## config.mk

```make
export PLATFORM = sky130hd
export DESIGN_NAME = useq
export DESIGN_NICKNAME = d
export VERILOG_FILES = /design/src/rtl/useq_pkg.sv /design/src/rtl/useq_stack.sv /design/src/rtl/useq.sv
export SDC_FILE = /design/constraint.sdc
export NUM_CORES = 1
export LEC_CHECK = 0
export ABC_AREA = 1
export CAP_MARGIN = 0
export CORE_MARGIN = 2
export CORE_UTILIZATION = 30
export CTS_CLUSTER_DIAMETER = 120
export DETAILED_ROUTE_END_ITERATION = 16
export GPL_ROUTABILITY_DRIVEN = 1
export RECOVER_POWER = 100
export SLEW_MARGIN = 20
export SYNTH_ARGS = -nofsm -noshare
export SYNTH_HDL_FRONTEND = slang
export SYNTH_HIERARCHICAL = 1
export SYNTH_SLANG_ARGS = --single-unit
```

## constraint.sdc

```tcl
create_clock -name clk -period 1.9 [get_ports clk]
set_input_delay 0.19 -clock clk [delete_from_list [all_inputs] [get_ports clk]]
set_output_delay 0.19 -clock clk [all_outputs]
set_load 0.02 [all_outputs]
```

## src/rtl/useq_pkg.sv

```systemverilog
// useq_pkg: shared types and constants for the microprogram sequencer.
//   state_t       sequencer states
//   DISPATCH_BASE first control-store word of the opcode dispatch table
//   STACK_DEPTH   depth of the optional micro-subroutine return stack
//   M2_CALL/RET   m2 field encodings for call/return (used only when
//                 USEQ_CALL_STACK_EN is defined)
package useq_pkg;

    typedef enum logic [1:0] {
        IDLE = 2'd0,
        RUN  = 2'd1,
        WAIT = 2'd2,
        HALT = 2'd3
    } state_t;

    localparam int DISPATCH_BASE = 16;
    localparam int STACK_DEPTH   = 4;

    localparam logic [2:0] M2_CALL = 3'b111;
    localparam logic [2:0] M2_RET  = 3'b110;

endpackage

```

## src/rtl/useq_stack.sv

```systemverilog
// useq_stack: small LIFO of return addresses for micro-subroutine calls.
// Ports:
//   clk, rst_n   clock, synchronous active-low reset (clears pointer+storage)
//   push, pop    push din / drop top entry (caller never asserts both,
//                and never pushes when full or pops when empty)
//   din          value to push
//   dout         current top of stack (meaningless when empty)
//   full, empty  occupancy flags
module useq_stack #(
    parameter int W     = 5,
    parameter int DEPTH = 4
) (
    input  logic         clk,
    input  logic         rst_n,
    input  logic         push,
    input  logic         pop,
    input  logic [W-1:0] din,
    output logic [W-1:0] dout,
    output logic         full,
    output logic         empty
);

    localparam int SP_W  = $clog2(DEPTH + 1);
    localparam int IDX_W = (DEPTH > 1) ? $clog2(DEPTH) : 1;

    logic [DEPTH-1:0][W-1:0] mem;
    logic [SP_W-1:0]         sp;    // number of valid entries

    assign full  = (sp == SP_W'(DEPTH));
    assign empty = (sp == '0);
    assign dout  = mem[IDX_W'(sp - SP_W'(1))];

    always_ff @(posedge clk) begin
        if (!rst_n) begin
            sp  <= '0;
            mem <= '0;
        end else if (push) begin
            mem[IDX_W'(sp)] <= din;
            sp              <= sp + SP_W'(1);
        end else if (pop) begin
            sp <= sp - SP_W'(1);
        end
    end

endmodule

```

## src/rtl/useq.sv

```systemverilog
// useq: microprogram sequencer. Computes the next control-store address
// from the microinstruction fields, ALU zero flag and opcode; handles
// start-up, memory stalls and halt (self-jump) detection.
// Optional feature: define USEQ_CALL_STACK_EN to add a 4-deep call/return
// stack decoded from the m2 field; otherwise m2 is ignored and stack_err
// is tied low.
// Ports:
//   clk, rst_n   clock, synchronous active-low reset
//   start        one-cycle pulse, leaves IDLE
//   stall        memory not ready, hold micro-PC
//   addr, bt, cond_sel, m2   microinstruction fields
//   flag_z       ALU zero flag
//   opcode       instruction opcode for dispatch
//   upc          control-store address (registered)
//   running      high in RUN or WAIT
//   halted       high in HALT
//   ucycles      saturating count of executed microinstructions
//   stack_err    sticky stack overflow/underflow
module useq
    import useq_pkg::*;
#(
    parameter int UPC_W = 5,
    parameter int OP_W  = 4
) (
    input  logic             clk,
    input  logic             rst_n,
    input  logic             start,
    input  logic             stall,
    input  logic [UPC_W-1:0] addr,
    input  logic             bt,
    input  logic             cond_sel,
    input  logic [2:0]       m2,
    input  logic             flag_z,
    input  logic [OP_W-1:0]  opcode,
    output logic [UPC_W-1:0] upc,
    output logic             running,
    output logic             halted,
    output logic [15:0]      ucycles,
    output logic             stack_err
);

    state_t           state, state_nx;
    logic [UPC_W-1:0] upc_q, upc_nx, upc_inc, target, disp;
    logic [15:0]      uc_q;
    logic             running_q, halted_q;
    logic             adv;        // sequencer steps this cycle (not stalled)
    logic             halt_hit;
    logic             is_call, is_ret;
    logic             stk_push, stk_pop, stk_full, stk_empty;
    logic [UPC_W-1:0] stk_top;
    logic             err_set;

    assign upc_inc = upc_q + UPC_W'(1);   // wraps at the top of the store
    assign disp    = UPC_W'(DISPATCH_BASE) + UPC_W'(opcode);

`ifdef USEQ_CALL_STACK_EN
    logic err_q;

    assign is_call = !bt && (m2 == M2_CALL);
    assign is_ret  = !bt && (m2 == M2_RET);

    useq_stack #(
        .W     (UPC_W),
        .DEPTH (STACK_DEPTH)
    ) u_stack (
        .clk   (clk),
        .rst_n (rst_n),
        .push  (stk_push),
        .pop   (stk_pop),
        .din   (upc_inc),
        .dout  (stk_top),
        .full  (stk_full),
        .empty (stk_empty)
    );

    always_ff @(posedge clk) begin
        if (!rst_n)       err_q <= 1'b0;
        else if (err_set) err_q <= 1'b1;
    end

    assign stack_err = err_q;
`else
    logic m2_unused;

    assign is_call   = 1'b0;
    assign is_ret    = 1'b0;
    assign stk_full  = 1'b0;
    assign stk_empty = 1'b1;
    assign stk_top   = '0;
    assign m2_unused = ^{m2, stk_push, stk_pop, err_set};
    assign stack_err = 1'b0;
`endif

    // A plain jump to its own address is the halt idiom.
    assign halt_hit = !bt && !is_call && !is_ret && (addr == upc_q);
    assign adv      = ((state == RUN) || (state == WAIT)) && !stall;

    always_comb begin
        target = addr;
        if (bt) begin
            if (cond_sel) target = flag_z ? addr : upc_inc;
            else          target = disp;
        end else if (is_ret) begin
            target = stk_empty ? '0 : stk_top;
        end
    end

    always_comb begin
        state_nx = state;
        upc_nx   = upc_q;
        stk_push = 1'b0;
        stk_pop  = 1'b0;
        err_set  = 1'b0;
        case (state)
            IDLE: begin
                upc_nx = '0;
                if (start) state_nx = RUN;
            end
            RUN, WAIT: begin
                // stall outranks halt detection and branching
                if (stall)         state_nx = WAIT;
                else if (halt_hit) state_nx = HALT;
                else begin
                    state_nx = RUN;
                    upc_nx   = target;
                    stk_push = is_call && !stk_full;
                    stk_pop  = is_ret && !stk_empty;
                    err_set  = (is_call && stk_full) || (is_ret && stk_empty);
                end
            end
            HALT: state_nx = HALT;
            default: state_nx = IDLE;
        endcase
    end

    always_ff @(posedge clk) begin
        if (!rst_n) begin
            state     <= IDLE;
            upc_q     <= '0;
            uc_q      <= '0;
            running_q <= 1'b0;
            halted_q  <= 1'b0;
        end else begin
            state     <= state_nx;
            upc_q     <= upc_nx;
            running_q <= (state_nx == RUN) || (state_nx == WAIT);
            halted_q  <= (state_nx == HALT);
            if (adv && !halt_hit && (uc_q != 16'hFFFF))
                uc_q <= uc_q + 16'd1;
        end
    end

    assign upc     = upc_q;
    assign running = running_q;
    assign halted  = halted_q;
    assign ucycles = uc_q;

endmodule

```

==> results.md <==
- Status: complete, no violations
- Routed vias/inst: 4.52
- Sequential share of the synthesized area: 0.290
- Initial Util: 0.311
- Final setup violation count: 0
- Worst path required time: 2.07 ns
- Routed len/inst: 11.0 µm
- Max Cap Viol: 0
- Post-Route Utilization: 0.412
- Detail Placement HPWL: 3160 µm
- Max stage delay on crit path: 0.35 ns
- Slowest-stage cell, CP: dfxtp_2
- Yosys cell types: 26
- Critical path arrival: 1.96 ns
- Synth Warn #: 6
- Switch Pwr: 0.000734 W
- Clk root buf: clkbuf_8
- EDFF count, synth: 0
- GRT Total Usage: 0.141
- Synthesized cell area: 1720 µm²
- Leading cell types by count after synthesis: 80 x nand2_1, 33 x inv_1, 25 x dfxtp_1
- Top cells by area, synth: dfxtp_1 29%, nand2_1 17%, inv_1 7.2%, a21oi_1 5.8%, nor2_1 4.8%
- IO Port Bufs: 38
- CTS tree: built
- Syn Area/Cell: 6.53 µm²
- Synth top area share: 0.290
- Min Tclk post-route: 1.79 ns
- Layout fillers: 594
- Core Box Area: 5540 µm²
- Critical path class: flop to flop
- Max Freq: 560 MHz
- Sequential power share: 0.356
- Most common cell in the netlist: nand2_1
- Net Sw Frac: 0.403
- Die Wd: 79.8 µm
- Clock power frac: 0.177
- Pin count of the biggest net entering global routing: 23
- H-tree Lvls: 1
- Initial antenna violation count: 0
- Antenna-violating nets left: 0
- Lkg Pwr: 0.881 nW
- Vias in the first global route: 1654
- Yosys reg bits: 25
- Synth Net Count: 289
- Gate power share: 0.467
- Die Height: 79.8 µm
- Skew-Pair Late Insertion Delay: 0.27 ns
- Diode count: 0
- Pwr Total: 0.00182 W
- CP endpoint kind: flop
- Reg2reg path depth: 9
- Crit-path max FO: 3
- Fraction of registers with async set/reset: 0
- I/O pins: 43
- Final hold violation count: 0
- Grt ovf: 0
- Via count: 1727
- Area Growth Syn to Fin: 32.5%
- Detailed-router iteration count before antenna repair: 4
- RePlAce Congestion: 0.811
- 1st-iter DRT viols: 55
- Main flop type after synthesis: dfxtp_1
- Cell mode on critical path: inv_1
- TritonCTS buffer count: 3
- Residual DRC: 0
- Max-slew violations: 0
- Pint: 0.00109 W
- Cells along the critical path: inv_1, ha_1, inv_2, nor2_2, o32ai_2, inv_1, ha_1, nand2_1, inv_1
- Clock-pin slew reported for the worst setup and hold paths after clock tree synthesis: 0.09 ns
- Min-delay worst type: flop to flop
- Post-synth top area cell: dfxtp_1
- Total wire length: 4210 µm
- Site Rows: 27
- Final Cycle Share: 0.940
- Share of layout cells above drive strength 1: 0.113
- Final net count: 336
- CTS max path bufs: 2
- DIE AREA: 6360 µm²
- Final Skew: 0.0102 ns
- Instance count of the mapped netlist: 264
- Maximum vdd drop: 0.000295 V
- CTS sink count: 25
- CP Launch Type: flop
- Pwr dens: 797 nW/µm²
- Hold Path Depth: 2
- Global-route wire length before repair: 7270 µm
- Hold Buf Count CTS: 0
stage by stage:
step	setup TNS (ns)	setup slack [ns]	cell area [µm²]	hold WS, ns	instances
floorplan	0	0.213	1720	0.283	264
global placement	-0.677	-0.0748	2220	0.510	377
detailed placement	-0.740	-0.0880	2220	0.516	377
CTS	0	0.0126	2260	0.528	381
global route	-0.0132	-0.0132	2280	0.557	382
finish	0	0.114	2280	0.523	382
worst max-delay path: cells and delay by family, from the launching register on:
kind	cells	cell delay, ns
compound gates	1	0.32
fa+ha+maj	2	0.63
simple gates	2	0.14
buf+inv	4	0.26
flops	1	0.35
kinds of logic after synthesis:
| logic type | share of synthesized area |
|---|---|
| xor gates and xnor gates | 0.0661 |
| adders and majority gates | 0.0436 |
| and+or+nand+nor | 0.362 |
| buffers and inverters | 0.100 |
| AOI/OAI and AO/OA | 0.135 |
| other | 0.00218 |
| DFF | 0.290 |
worst paths after layout:
path                                              start                 endpoint  slack, ns
worst max register to register      state[0]$_SDFF_PN0_       running$_SDFF_PN0_       0.11
worst max-delay path                state[0]$_SDFF_PN0_       running$_SDFF_PN0_       0.11
worst min-delay path            ucycles[1]$_SDFFE_PN0P_  ucycles[1]$_SDFFE_PN0P_       0.52
worst min register to register  ucycles[1]$_SDFFE_PN0P_  ucycles[1]$_SDFFE_PN0P_       0.52
final cells by class:
cell class | instances | area [µm²] | area share
Tap cell | 72 | 90.1 | 0.0395
Multi-Input combinational cell | 198 | 1060 | 0.465
Timing Repair Buffer | 47 | 448 | 0.196
Inverter | 36 | 135 | 0.0592
Clock inverter | 1 | 5.00 | 0.00219
Clock buffer | 3 | 41.3 | 0.0181
Sequential cell | 25 | 502 | 0.220
flip-flops by register name (all words and copies together) (netlist names):
signal / flops
upc: 5
halted: 1
running: 1
ucycles: 16
state: 2
repair_timing:
action / in CTS / in global routing
setup buffers: 0 / 1
resized for setup: 0 / 4
endpoints found under the setup margin: 0 / 13
placed cells by master (no fill, tap or decap):
cell / Yosys / routed
nand2_1: 80 / 80
clkdlybuf4s50_1: 0 / 34
inv_1: 33 / 32
dfxtp_1: 25 / 24
nor2_1: 22 / 22
a21oi_1: 20 / 20
nand3_1: 16 / 16
o21ai_0: 13 / 13
buf_4: 2 / 9
nand4_1: 7 / 7
xor2_1: 7 / 7
xnor2_1: 6 / 6
ha_1: 6 / 6
a21oi_2: 5 / 5
inv_2: 3 / 4
nor2_2: 5 / 4
dlygate4sd3_1: 0 / 4
nand3_4: 3 / 3
clkbuf_8: 0 / 3
nor2_4: 1 / 2
or2_2: 1 / 1
o32ai_2: 0 / 1
nand2_4: 1 / 1
o211ai_1: 1 / 1
o21bai_1: 1 / 1
nor3_1: 1 / 1
conb_1: 1 / 1
clkinv_2: 0 / 1
dfxtp_2: 0 / 1
power by group through the flow:
| stage | combinational [W] | clock [W] | sequential, W |
|---|---|---|---|
| final | 0.000850 | 0.000322 | 0.000648 |
| after global routing | 0.000982 | 0.000362 | 0.000653 |
| after CTS | 0.000821 | 0.000343 | 0.000645 |
| after detailed placement | 0.000817 | 0 | 0.000658 |
| after global placement | 0.000807 | 0 | 0.000656 |
| after floorplan | 0.000495 | 0 | 0.000719 |
layer usage:
metal,part of all wire,global-route usage,routed length (µm),vias up
met5,0,0,0,-
met4,0.0064,0.0305,27,0
met3,0.064,0.0339,268,2
met2,0.45,0.248,1910,45
met1,0.48,0.175,2000,750
li1,-,-,-,930
Note: power is estimated with default switching activity, not from simulation.
